==> src/rtl/mem_ctrl_seq.sv <==
// ---------------------------------------------------------------------------
// mem_ctrl_seq
//
// Sequenced KS-10 backplane memory interface. Decodes bus cycles (read,
// write-test, write, read-modify-write, IO), drives a synchronous SRAM with
// a configurable read latency and write-pulse length, returns data with a
// registered one-cycle ACK, and hosts the Memory Status Register (MSR) with
// nonexistent-memory (NXM) detection.
//
// Bus words use KS-10 bit numbering: bit 0 is the MSB, bit 35 the LSB.
//
// Optional build macro:
//   MEM_ERA_EN  - adds the Error Address Register. The address of the first
//                 NXM reference (taken while NXM was clear) is returned in
//                 MSR bits 14:35. Without it those MSR bits read 0.
//
// Ports:
//   clk        system clock
//   rst        synchronous active-high reset
//   busREQI    bus request, held high until the ACK is seen
//   busADDRI   bus address and cycle flags
//   busDATAI   bus write data
//   busACKO    one-cycle acknowledge
//   busDATAO   read data, valid while busACKO=1, otherwise 0
//   ssramCE    SRAM chip enable
//   ssramOE_N  SRAM output enable (active low)
//   ssramWE_N  SRAM write enable (active low)
//   ssramADDR  SRAM word address
//   ssramDOUT  SRAM write data
//   ssramDOE   write-data drive enable for the top-level tristate
//   ssramDIN   SRAM read data
// ---------------------------------------------------------------------------
module mem_ctrl_seq #(
    parameter int          ADDR_WIDTH = 20,
    parameter int          MEM_WORDS  = 1 << 20,
    parameter int          RD_LAT     = 2,
    parameter int          WR_CYC     = 1,
    parameter logic [3:0]  MEM_DEV    = 4'd0,
    parameter logic [17:0] MSR_ADDR   = 18'o100000
) (
    input  logic                  clk,
    input  logic                  rst,
    input  logic                  busREQI,
    input  logic [0:35]           busADDRI,
    input  logic [0:35]           busDATAI,
    output logic                  busACKO,
    output logic [0:35]           busDATAO,
    output logic                  ssramCE,
    output logic                  ssramOE_N,
    output logic                  ssramWE_N,
    output logic [ADDR_WIDTH-1:0] ssramADDR,
    output logic [0:35]           ssramDOUT,
    output logic                  ssramDOE,
    input  logic [0:35]           ssramDIN
);

    // Bus flag positions (KS-10 numbering).
    localparam int BIT_READ   = 3;
    localparam int BIT_WRTEST = 4;
    localparam int BIT_WRITE  = 5;
    localparam int BIT_IO     = 7;
    localparam int BIT_PHYS   = 8;
    localparam int BIT_ACREF  = 12;

    localparam logic [2:0]          RD_INIT   = 3'(RD_LAT - 1);
    localparam logic [2:0]          WR_INIT   = 3'(WR_CYC - 1);
    localparam logic [ADDR_WIDTH:0] MEM_LIMIT = (ADDR_WIDTH + 1)'(MEM_WORDS);

    typedef enum logic [2:0] {
        IDLE,
        RDWAIT,
        WRPULSE,
        ACK,
        HOLD
    } stateE;

    stateE state;
    stateE stateNxt;

    // Control registers and their next values.
    logic [2:0]            cnt, cntNxt;
    logic                  rmwR, rmwNxt;
    logic                  wrHold, wrHoldNxt;
    logic                  ceNxt, oeNxt, weNxt, doeNxt;
    logic [ADDR_WIDTH-1:0] addrNxt;
    logic                  ackNxt;
    logic [0:35]           busDataNxt;
    logic                  msrPE, msrEE, msrPF, msrNXM;
    logic                  peNxt, eeNxt, pfNxt, nxmNxt;

    // Data registers (no reset needed).
    logic [0:35]           dataR, dataNxt;
    logic [0:35]           doutNxt;

`ifdef MEM_ERA_EN
    logic [0:21]           eraR, eraNxt;
`endif

    // Request decode.
    logic                  isRead, isWrTest, isWrite, isIO, isPhys, isAcref;
    logic [3:0]            ioDev;
    logic [17:0]           ioAddr;
    logic [ADDR_WIDTH-1:0] memAddr;
    logic                  msrHit;
    logic                  memNxm;
    logic [0:35]           msrImage;
    logic                  unusedBits;

    assign isRead   = busADDRI[BIT_READ];
    assign isWrTest = busADDRI[BIT_WRTEST];
    assign isWrite  = busADDRI[BIT_WRITE];
    assign isIO     = busADDRI[BIT_IO];
    assign isPhys   = busADDRI[BIT_PHYS];
    assign isAcref  = busADDRI[BIT_ACREF];
    assign ioDev    = busADDRI[14:17];
    assign ioAddr   = busADDRI[18:35];
    assign memAddr  = busADDRI[36-ADDR_WIDTH:35];

    assign msrHit = isIO && isPhys && (ioDev == MEM_DEV) && (ioAddr == MSR_ADDR);
    assign memNxm = ({1'b0, memAddr} >= MEM_LIMIT);

    assign unusedBits = ^{busADDRI[0:2], busADDRI[6], busADDRI[9:11], busADDRI[13]};

    // MSR read image; NXM is reported in the UE position (bit 1).
    always_comb begin
        msrImage     = '0;
        msrImage[1]  = msrNXM;
        msrImage[3]  = msrPE;
        msrImage[4]  = msrEE;
        msrImage[12] = msrPF;
`ifdef MEM_ERA_EN
        msrImage[14:35] = eraR;
`endif
    end

    // ---- state register -----------------------------------------------
    always_ff @(posedge clk) begin
        if (rst) begin
            state     <= IDLE;
            cnt       <= '0;
            rmwR      <= 1'b0;
            wrHold    <= 1'b0;
            ssramCE   <= 1'b0;
            ssramOE_N <= 1'b1;
            ssramWE_N <= 1'b1;
            ssramDOE  <= 1'b0;
            ssramADDR <= '0;
            busACKO   <= 1'b0;
            busDATAO  <= '0;
            msrPE     <= 1'b0;
            msrEE     <= 1'b1;
            msrPF     <= 1'b1;
            msrNXM    <= 1'b0;
`ifdef MEM_ERA_EN
            eraR      <= '0;
`endif
        end else begin
            state     <= stateNxt;
            cnt       <= cntNxt;
            rmwR      <= rmwNxt;
            wrHold    <= wrHoldNxt;
            ssramCE   <= ceNxt;
            ssramOE_N <= oeNxt;
            ssramWE_N <= weNxt;
            ssramDOE  <= doeNxt;
            ssramADDR <= addrNxt;
            busACKO   <= ackNxt;
            busDATAO  <= busDataNxt;
            msrPE     <= peNxt;
            msrEE     <= eeNxt;
            msrPF     <= pfNxt;
            msrNXM    <= nxmNxt;
`ifdef MEM_ERA_EN
            eraR      <= eraNxt;
`endif
        end
    end

    always_ff @(posedge clk) begin
        dataR     <= dataNxt;
        ssramDOUT <= doutNxt;
    end

    // ---- next-state logic ---------------------------------------------
    always_comb begin
        stateNxt = state;
        case (state)
            IDLE: begin
                if (busREQI) begin
                    if (isIO) begin
                        // IO cycles not addressed to the MSR are left for other devices.
                        if (msrHit && (isRead || isWrite)) stateNxt = ACK;
                    end else if (memNxm) begin
                        // No ACK: the CPU detects NXM by timing out.
                        stateNxt = HOLD;
                    end else if (isRead || isWrTest) begin
                        stateNxt = RDWAIT;
                    end else if (isWrite) begin
                        stateNxt = isAcref ? ACK : WRPULSE;
                    end
                end
            end
            RDWAIT: begin
                if (cnt == 3'd0) stateNxt = rmwR ? WRPULSE : ACK;
            end
            WRPULSE: begin
                if (wrHold) stateNxt = ACK;
            end
            ACK: begin
                stateNxt = HOLD;
            end
            HOLD: begin
                if (!busREQI) stateNxt = IDLE;
            end
            default: begin
                stateNxt = IDLE;
            end
        endcase
    end

    // ---- output / datapath logic --------------------------------------
    always_comb begin
        cntNxt     = cnt;
        rmwNxt     = rmwR;
        wrHoldNxt  = wrHold;
        ceNxt      = ssramCE;
        oeNxt      = ssramOE_N;
        weNxt      = ssramWE_N;
        doeNxt     = ssramDOE;
        addrNxt    = ssramADDR;
        peNxt      = msrPE;
        eeNxt      = msrEE;
        pfNxt      = msrPF;
        nxmNxt     = msrNXM;
        dataNxt    = dataR;
        doutNxt    = ssramDOUT;
`ifdef MEM_ERA_EN
        eraNxt     = eraR;
`endif
        // The ACK pulse and its data are registered from the ACK state, so
        // busDATAO is non-zero only while busACKO is high.
        ackNxt     = (state == ACK);
        busDataNxt = (state == ACK) ? dataR : '0;

        case (state)
            IDLE: begin
                if (busREQI) begin
                    if (isIO) begin
                        if (msrHit && isRead) begin
                            dataNxt = msrImage;
                        end else if (msrHit && isWrite) begin
                            // Bit 4 reads as EE but is written as NXM-clear.
                            peNxt   = busDATAI[3];
                            pfNxt   = busDATAI[12] & msrPF;
                            eeNxt   = !busDATAI[35];
                            nxmNxt  = msrNXM & busDATAI[4];
                            dataNxt = '0;
                        end
                    end else if (memNxm) begin
                        nxmNxt = 1'b1;
`ifdef MEM_ERA_EN
                        // Only the first failing address after NXM was clear is kept.
                        if (!msrNXM) eraNxt = busADDRI[14:35];
`endif
                    end else if (isRead || isWrTest) begin
                        ceNxt   = 1'b1;
                        oeNxt   = 1'b0;
                        addrNxt = memAddr;
                        cntNxt  = RD_INIT;
                        rmwNxt  = isWrite;
                        doutNxt = busDATAI;
                    end else if (isWrite) begin
                        dataNxt = '0;
                        if (!isAcref) begin
                            ceNxt     = 1'b1;
                            doeNxt    = 1'b1;
                            weNxt     = 1'b0;
                            addrNxt   = memAddr;
                            doutNxt   = busDATAI;
                            cntNxt    = WR_INIT;
                            wrHoldNxt = 1'b0;
                        end
                    end
                end
            end
            RDWAIT: begin
                if (cnt == 3'd0) begin
                    dataNxt = ssramDIN;
                    oeNxt   = 1'b1;
                    if (rmwR) begin
                        // Write phase of RMW reuses the address and data latched at issue.
                        weNxt     = 1'b0;
                        doeNxt    = 1'b1;
                        cntNxt    = WR_INIT;
                        wrHoldNxt = 1'b0;
                    end else begin
                        ceNxt = 1'b0;
                    end
                end else begin
                    cntNxt = cnt - 3'd1;
                end
            end
            WRPULSE: begin
                if (wrHold) begin
                    // Data and chip enable were held one cycle past WE_N rising.
                    ceNxt  = 1'b0;
                    doeNxt = 1'b0;
                end else if (cnt == 3'd0) begin
                    weNxt     = 1'b1;
                    wrHoldNxt = 1'b1;
                end else begin
                    cntNxt = cnt - 3'd1;
                end
            end
            default: begin
            end
        endcase
    end

endmodule
==> config.mk <==
export PLATFORM = sky130hd
export DESIGN_NAME = mem_ctrl_seq
export DESIGN_NICKNAME = d
export VERILOG_FILES = /design/src/rtl/mem_ctrl_seq.sv
export SDC_FILE = /design/constraint.sdc
export NUM_CORES = 1
export LEC_CHECK = 0
export ABC_AREA = 1
export CAP_MARGIN = 20
export CORE_MARGIN = 8
export CORE_UTILIZATION = 55
export CTS_BUF_LIST = sky130_fd_sc_hd__clkbuf_4
export CTS_CLUSTER_SIZE = 16
export DETAILED_ROUTE_END_ITERATION = 8
export DONT_BUFFER_PORTS = 1
export PLACE_DENSITY = 0.73
export SETUP_SLACK_MARGIN = 0.5
export SYNTH_ARGS = -nofsm -noshare
export SYNTH_HDL_FRONTEND = slang
export SYNTH_SLANG_ARGS = --single-unit
export TNS_END_PERCENT = 1
==> constraint.sdc <==
create_clock -name clk -period 2.8 [get_ports clk]
set_clock_uncertainty 0.1 [all_clocks]
set_input_delay 0 -clock clk [delete_from_list [all_inputs] [get_ports clk]]
set_output_delay 0 -clock clk [all_outputs]
set_load 0.02 [all_outputs]
==> results of run 1 <==
-- cells by family after synthesis --
group | Yosys count | share of synthesized area
AOI/OAI and AO/OA | 43 | 0.0419
xor gates and xnor gates | 1 | 0.00164
buffers and inverters | 112 | 0.0830
and+or+nand+nor | 237 | 0.191
adders and majority gates | 2 | 0.00468
DFF | 145 | 0.677
-- stage by stage --
stage	cell area, sq um	utilization	hold WS (ns)	setup WS, ns
after floorplan	5360	-	-0.0212	0.719
after global placement	5470	0.570	-0.0273	0.697
after detailed placement	5470	0.570	-0.0249	0.630
==> summary.txt, run 1 <==
CLOCK TREE
------------------------------------------------------------------------------------
Maximum count of clock buffers along a single path                                 2
Sinks on Clock Net                                                               145
Count of H-tree levels built during CTS                                            4
Setup Buffers After CTS                                                            0
# hold bufs at CTS                                                               139
TritonCTS buffer count                                                            17
Clock root cell                                                             clkbuf_4
Count of instances resized after the clock tree is built                           0

SYNTHESIS
------------------------------------------------------------------------------------
Distinct cell type count after synthesis                                          27
Number of flops mapped to enable cells by yosys                                   72
Number of flip-flops and latches in the synthesized netlist                      145
Main area contributors after synthesis                                  edfxtp_1 40%, dfxtp_1 27%, nor2_1 10%, inv_1 6.3%, nand2_1 3.5%
Mean instance size in the synthesized netlist                             9.91 sq um
YS warnings                                                                        0
Portion of synthesized cell area occupied by the leading cell type             0.404
Syn_nets                                                                         653
Most common cell in the netlist                                               nor2_1
Most instantiated flip-flop cell in the synthesis netlist                    dfxtp_1
Share of flip-flops with an asynchronous set or reset                              0
Most instantiated cells after synthesis                                 144 x nor2_1, 90 x inv_1, 73 x dfxtp_1
Post-Synthesis Cells                                                             540
Post-Synthesis Cell Area                                                  5350 sq um
Leading area contributor after synthesis                                    edfxtp_1
Proportion of synthesized chip area in sequential cells                        0.677

RUN STATUS
------------------------------------------------------------------------------------
Result of the run                                                       aborted with a tool error
Tool error message                                                      [ERROR RSZ-0060] Max buffer count reached.
Step where the flow halted                                                   4_1_cts

PLACE
------------------------------------------------------------------------------------
Weighted congestion at the end of routability-driven global placement          0.889
Number of buffers inserted by port buffering                                       0
Half-perimeter wire length after placement                              8580 microns
Placed Instances                                                                 660

DIE
------------------------------------------------------------------------------------
Initial cell density of the core                                               0.558
Number of rows created at floorplan                                               36
Die height                                                               115 microns
Number of placed I/O pins                                                        208
Die Width                                                                115 microns

==> run 2, diff against run 1 <==
- CORE_UTILIZATION: 55 -> 40
- CTS_BUF_LIST: sky130_fd_sc_hd__clkbuf_4 -> unset
- CTS_CLUSTER_SIZE: 16 -> unset
- PLACE_DENSITY: 0.73 -> unset
- PLACE_DENSITY_LB_ADDON: unset -> 0.15
- SETUP_SLACK_MARGIN: 0.5 -> unset
- clock period: 2.8 -> 3.65 ns (I/O delays scaled with it)
==> run 2 against run 1 <==
Against the previous run:
- synthesized cell count is the same
- the flow now finishes without violations
- synthesized area is the same
==> summary.txt, run 2 <==
SYNTHESIS
-----------------------------------------------------------------------------------------------
Most instantiated cells after synthesis                                            144 x nor2_1, 90 x inv_1, 73 x dfxtp_1
Number of flip-flops and latches in the synthesized netlist                                 145   unchanged
Post-Synthesis Cells                                                                        540   unchanged
Portion of synthesized cell area occupied by the leading cell type                        0.404   unchanged
Number of flops mapped to enable cells by yosys                                              72   unchanged
Most instantiated flip-flop cell in the synthesis netlist                               dfxtp_1
Main area contributors after synthesis                                             edfxtp_1 40%, dfxtp_1 27%, nor2_1 10%, inv_1 6.3%, nand2_1 3.5%
YS warnings                                                                                   0   unchanged
Most common cell in the netlist                                                          nor2_1
Proportion of synthesized chip area in sequential cells                                   0.677   unchanged
Syn_nets                                                                                    653   unchanged
Post-Synthesis Cell Area                                                             5350 sq um   unchanged
Leading area contributor after synthesis                                               edfxtp_1
Share of flip-flops with an asynchronous set or reset                                         0   unchanged
Mean instance size in the synthesized netlist                                        9.91 sq um   unchanged
Distinct cell type count after synthesis                                                     27   unchanged

STA
-----------------------------------------------------------------------------------------------
Final period utilization                                                                  0.657
Fmax                                                                                    417 MHz
Unrepaired setup endpoints after global routing                                              no
Setup slack after layout                                                                1.25 ns
WHS                                                                                   0.0390 ns
Final total negative setup slack                                                           0 ns
Hold violation total from the final report                                                    0
Crit path time final                                                                    2.40 ns
Pin slew with the least headroom to its limit                                          0.718 ns
Rel. slew slack                                                                           0.521
Max-slew violation total from the final report                                                0
Final number of setup-violating endpoints                                                     0

DETAILED ROUTING
-----------------------------------------------------------------------------------------------
Vias                                                                                       3803
Initial detailed-routing violation count                                                    179
1st-pass router iterations                                                                    4
Antenna Nets Post-Route                                                                       0
Wire length reported by the detailed router                                        13300 microns
Per-cell via count in the routed design                                                    4.53
Residual DRC count                                                                            0
Mean routed wirelength per cell                                                    15.8 microns

POWER AND IR DROP
-----------------------------------------------------------------------------------------------
Cell area power density                                                             723 nW/um^2
Share of total power in combinational logic                                               0.192
Overall power consumption                                                               5190 uW
Portion of total power attributed to the clock network                                    0.350
Switch share                                                                              0.302
Internal Pwr Total                                                                      3620 uW
Worst VDD drop                                                                         0.359 mV
Net Sw Power                                                                            1570 uW
Sequential group share of total power                                                     0.458
Leakage power total                                                                  0.00310 uW

CLOCK TREE
-----------------------------------------------------------------------------------------------
Setup Buffers After CTS                                                                       0   unchanged
Clock latency reported for the late side of the worst-skew pair                         0.42 ns
# hold bufs at CTS                                                                          103   -26%
Sinks on Clock Net                                                                          145   unchanged
Count of instances resized after the clock tree is built                                      0   unchanged
Count of H-tree levels built during CTS                                                       4   unchanged
TritonCTS buffer count                                                                       17   unchanged
Clock root cell                                                                       clkbuf_16
CTS tree                                                                                  built
Maximum count of clock buffers along a single path                                            2   unchanged
Clock input transition at the sequential cells of the worst setup and hold paths        0.06 ns

WORST HOLD PATH
-----------------------------------------------------------------------------------------------
Hold path startpoint                                                               busADDRI[17]
Type of the most critical hold path                                                      in2reg
Worst Hold Depth                                                                              7
Capture endpoint of the worst hold path                                                   msrEE

GRT
-----------------------------------------------------------------------------------------------
Combined global-route utilization of all metal layers                                     0.155
GRT overflow                                                                                  0
Vias in the first global route                                                             3927
Number of antenna violations at the first check in global routing                             1
Wire length of the first global-routing pass                                       21000 microns
Largest net degree at the start of global routing                                            53

PLACE
-----------------------------------------------------------------------------------------------
Setup WS pre-CTS                                                                        1.45 ns   +0.821 ns
Number of buffers inserted by port buffering                                                  0   unchanged
Cell area after placement                                                            5520 sq um   +0.98%
Half-perimeter wire length after placement                                         8990 microns   +4.7%
Weighted congestion at the end of routability-driven global placement                     0.870   -2.1%

FINAL LAYOUT
-----------------------------------------------------------------------------------------------
Highest-count cells in the layout ignoring fill and taps                           143 x nor2_1, 103 x dlygate4sd3_1, 90 x inv_1
Cell area after layout                                                               7180 sq um
Final Net Count                                                                             762
Top Registers                                                                      busDATAO (36), dataR (36), ssramDOUT (36)
Layout cell share with drive strength beyond 1                                           0.0861
Area Growth Syn to Fin                                                                    34.3%
Most common library cell in the layout ignoring fill and taps                            nor2_1

DIE
-----------------------------------------------------------------------------------------------
Area of the die                                                                     17300 sq um
Number of rows created at floorplan                                                          42   +17%
Die Width                                                                           132 microns   +15%
Initial cell density of the core                                                          0.407   -0.150
Number of placed I/O pins                                                                   208   unchanged
Core Area                                                                           13100 sq um
Die height                                                                          132 microns   +15%

SETUP PATH
-----------------------------------------------------------------------------------------------
Critical path data arrival time                                                         2.64 ns
Peak fanout along the critical path                                                          40
Worst Path Required                                                                     3.89 ns
Worst r2r src                                                                          state[1]
Worst R2R End                                                                          ssramDOE
Flop-to-flop setup slack                                                                1.25 ns
Kind of start point of the critical path                                                   flop
Type of element capturing the critical path                                                flop
R2r worst-path depth                                                                          9
Type of the worst setup path                                                            reg2reg

RUN STATUS
-----------------------------------------------------------------------------------------------
Result of the run                                                                     completed

JOB
-----------------------------------------------------------------------------------------------
Total of max-cap violations                                                                   0

-- run 2: cell counts after synthesis --
No cell type changed its count.
-- run 2: per-stage QoR --
stage	util	std cells
floorplan	-	540
global placement	0.420	703
detailed placement	0.420	703
CTS	0.547	838
global route	0.547	839
finish	0.547	839
-- run 2: final cells by class --
class | count | area [sq um]
Timing Repair Buffer | 105 | 1050
Tap cell | 176 | 220
Fill cell | 1176 | 5950
Multi-Input combinational cell | 283 | 1290
Antenna cell | 1 | 2.50
Inverter | 97 | 367
Clock buffer | 22 | 475
Sequential cell | 145 | 3620
Clock inverter | 10 | 156
-- run 2: cell families (layout without fill, tap and decap cells) --
group,count (synthesis),in the layout,share of synthesized area
and+or+nand+nor,237,237,0.191
DFF,145,145,0.677
buffers and inverters,112,234,0.0830
AOI/OAI and AO/OA,43,43,0.0419
adders and majority gates,2,2,0.00468
xor gates and xnor gates,1,1,0.00164
other,0,1,0
-- run 2: routing by layer --
metal  wire (microns)  global-route usage
met1             5080               0.157
met2             7210               0.280
met3              784              0.0556
met4              217              0.0670
met5                0                   0
-- run 2: worst max path at each step --
stage | cells after the start | slack, ns | endpoint | from
final | 9 | 1.25 | ssramDOE | state[1]
after global routing | 9 | 1.02 | ssramDOE | state[1]
after CTS | 10 | 1.23 | wrHold | state[1]
after detailed placement | 9 | 1.45 | dataR[9] | cnt[0]
after global placement | 9 | 1.49 | dataR[14] | cnt[0]
after floorplan | 8 | 0.62 | dataR[0] | cnt[0]
-- run 2: power groups by stage --
stage | Clock (uW) | Combinational, uW | Sequential (uW)
2_1_floorplan | 0 | 707 | 2370
3_3_place_gp | 0 | 870 | 2410
3_5_place_dp | 0 | 884 | 2420
4_1_cts | 1860 | 1000 | 2380
5_1_grt | 1920 | 1130 | 2410
6_report | 1820 | 994 | 2380
-- run 2: worst max-delay path, cell delays in order, from the launching register on --
cell and delay, ns:
dfxtp_1 0.48, inv_4 0.11, nand2_4 0.36, inv_2 0.16, nand2_4 0.10, nand2_1 0.06, nor2_2 0.10, dlygate4sd3_1 0.58
nand3_1 0.09, a21oi_1 0.16
No activity file was read; power rests on OpenSTA's default activity.
==> run 3, diff against run 2 <==
- clock period: 3.65 -> 2.3 ns (I/O delays scaled with it)
==> run 3 against run 2 <==
Against the previous run:
- hold slack worse by 0.034 ns
- power up 53%
- sequential share of layout area up 0.37 points
- register-to-register slack worse by 1.0 ns
- global-route usage up 0.31 points
- first-iteration DRC count up 69%
- via count up 1.9%
- critical path depth up 1
- sequential power up 58%
- count of clock-buffer cells in the layout down 2
- clock power up 38%
- largest cell class unchanged
- highest routed layer unchanged
==> summary.txt, run 3 (synthesis gave the netlist of run 2 again) <==
FINAL LAYOUT
-----------------------------------------------------------------------------------------------
Top Registers                                                                      busDATAO (36), dataR (36), ssramDOUT (36)
Filler cells                                                                               1183   +0.60%
Most common library cell in the layout ignoring fill and taps                            nor2_1
Layout cell share with drive strength beyond 1                                           0.0905   +0.00440
Final Net Count                                                                             763   +0.13%
Area Growth Syn to Fin                                                                    33.3%
Filler-free cell count of the finished design                                               840   +0.12%
Highest-count cells in the layout ignoring fill and taps                           143 x nor2_1, 103 x dlygate4sd3_1, 90 x inv_1

CLOCK TREE
-----------------------------------------------------------------------------------------------
Clock root cell                                                                       clkbuf_16
CTS tree                                                                                  built
Setup Buffers After CTS                                                                       0   unchanged
Maximum count of clock buffers along a single path                                            2   unchanged
Clock latency reported for the late side of the worst-skew pair                         0.41 ns   about the same
Count of H-tree levels built during CTS                                                       4   unchanged
Clock input transition at the sequential cells of the worst setup and hold paths        0.06 ns   about the same
Sinks on Clock Net                                                                          145   unchanged
TritonCTS buffer count                                                                       17   unchanged

RUN STATUS
-----------------------------------------------------------------------------------------------
Result of the run                                                                     completed

POWER AND IR DROP
-----------------------------------------------------------------------------------------------
Share of total power in combinational logic                                               0.206   +0.014
Cell area power density                                                            1110 nW/um^2   +54%
Sequential group share of total power                                                     0.476   +0.018
Switch share                                                                              0.318   +0.0164
Leakage power total                                                                  0.00308 uW   -0.55%
Internal Pwr Total                                                                      5400 uW   +49%
Net Sw Power                                                                            2520 uW   +61%
Portion of total power attributed to the clock network                                    0.318   -0.032
Worst VDD drop                                                                         0.576 mV   +60%

DETAILED ROUTING
-----------------------------------------------------------------------------------------------
Antenna Nets Post-Route                                                                       0   unchanged
Wire length reported by the detailed router                                        13600 microns   +1.9%
Per-cell via count in the routed design                                                    4.61   +1.7%
Mean routed wirelength per cell                                                    16.1 microns   +1.8%
Vias                                                                                       3874   +1.9%
Initial detailed-routing violation count                                                    302   +69%
1st-pass router iterations                                                                    4   unchanged
Residual DRC count                                                                            0   unchanged

GRT
-----------------------------------------------------------------------------------------------
Largest net degree at the start of global routing                                            58   +9.4%
Vias in the first global route                                                             4039   +2.9%
GRT overflow                                                                                  0   unchanged
Wire length of the first global-routing pass                                       21300 microns   +1.5%
Number of antenna violations at the first check in global routing                             1   unchanged
Combined global-route utilization of all metal layers                                     0.158   +0.00306

STA
-----------------------------------------------------------------------------------------------
Crit path time final                                                                    2.06 ns   -0.332 ns
Final total negative setup slack                                                           0 ns   unchanged
WHS                                                                                  0.00522 ns   -0.0338 ns
Final number of setup-violating endpoints                                                     0   unchanged
Rel. slew slack                                                                           0.488   -0.0329
Max-slew violation total from the final report                                                0   unchanged
Unrepaired setup endpoints after global routing                                              no
Pin slew with the least headroom to its limit                                          0.767 ns   +0.0493 ns
Final period utilization                                                                  0.898   +0.241
Hold violation total from the final report                                                    0   unchanged
Setup slack after layout                                                               0.236 ns   -1.02 ns
Fmax                                                                                    484 MHz   +16%

PLACE
-----------------------------------------------------------------------------------------------
Weighted congestion at the end of routability-driven global placement                     0.949   +9.0%
Half-perimeter wire length after placement                                         9110 microns   +1.4%
Setup WS pre-CTS                                                                       0.348 ns   -1.10 ns
Placed Instances                                                                            704   +0.14%
Number of buffers inserted by port buffering                                                  0   unchanged

DIE
-----------------------------------------------------------------------------------------------
Number of rows created at floorplan                                                          42   unchanged
Die height                                                                          132 microns   unchanged
Number of placed I/O pins                                                                   208   unchanged
Initial cell density of the core                                                          0.407   unchanged
Core Area                                                                           13100 sq um   unchanged
Area of the die                                                                     17300 sq um   unchanged
Die Width                                                                           132 microns   unchanged

SETUP PATH
-----------------------------------------------------------------------------------------------
Type of element capturing the critical path                                                flop
Peak fanout along the critical path                                                           8   -80%
Worst r2r src                                                                          state[1]
Critical Path Stages                                                                         10   +1
Worst-path cell with the longest stage delay                                       dlygate4sd3_1
Buffers & Inverters on Critical Path                                                          3   unchanged
Critical path, cell by cell                                                        inv_4, nand2_4, inv_2, nand2_4, nand2_1, nor2_2, dlygate4sd3_1, nand3_1, nand2_1, nor2_1
Maximum single-stage delay on the critical path                                         0.57 ns   about the same
Kind of start point of the critical path                                                   flop
Type of the worst setup path                                                            reg2reg
Critical path data arrival time                                                         2.27 ns   -0.37 ns
R2r worst-path depth                                                                         10   +1
Worst setup path start                                                                 state[1]
Worst path top cell family by delay                                                buffers and inverters
Worst Path Required                                                                     2.51 ns   -1.38 ns

JOB
-----------------------------------------------------------------------------------------------
Total of max-cap violations                                                                   0   unchanged

WORST HOLD PATH
-----------------------------------------------------------------------------------------------
Type of the most critical hold path                                                      in2reg
Worst Hold Depth                                                                              7   unchanged
Hold path startpoint                                                               busADDRI[17]

run 3: path summary, 6_finish.rpt:
path / to / slack, ns
setup / recovery: wrHold / 0.24
hold / removal: msrEE / 0.005
hold reg to reg: busDATAO[0] / 0.36
setup reg to reg: wrHold / 0.24
run 3: area by class of cell:
class | instances | area, sq um | area share
antenna | 1 | 2.50 | 0.000351
clock buffer | 20 | 457 | 0.0640
clock inverter | 12 | 90.1 | 0.0126
inverter | 97 | 367 | 0.0514
multi-input combinational | 283 | 1290 | 0.181
sequential | 145 | 3620 | 0.508
tap | 176 | 220 | 0.0309
timing repair buffer | 106 | 1080 | 0.151
run 3: routing by layer:
layer,routed length (microns),vias up,track usage
met5,0,-,0
met4,371,0,0.0766
met3,896,23,0.0602
met2,7170,131,0.285
met1,5110,1803,0.156
li1,-,1917,-
run 3: worst reg2reg max path, delay by kind of cell, from the launching register on:
kind / cells / cell delay (ns)
buffers and inverters: 3 / 0.77
and+or+nand+nor: 7 / 0.61
DFF: 1 / 0.49
run 3: timing repair:
item                                   4_1_cts  5_1_grt
endpoints found under the hold margin      109        0
hold buffers                               103        0
gates resized for setup                      0        0
run 3: metrics by stage:
step                power, uW  cell area [sq um]  utilization
CTS                      8000               7130        0.543
global placement         5260               5550        0.423
detailed placement       5290               5550        0.423
finish                   7930               7130        0.543
floorplan                4890               5360            -
global route             8370               7130        0.543
run 3: power by group through the flow:
stage / combinational [uW] / sequential, uW / clock [uW]
global placement: 1440 / 3820 / 0
detailed placement: 1460 / 3830 / 0
finish: 1630 / 3770 / 2520
CTS: 1640 / 3780 / 2580
global route: 1840 / 3820 / 2710
floorplan: 1140 / 3750 / 0
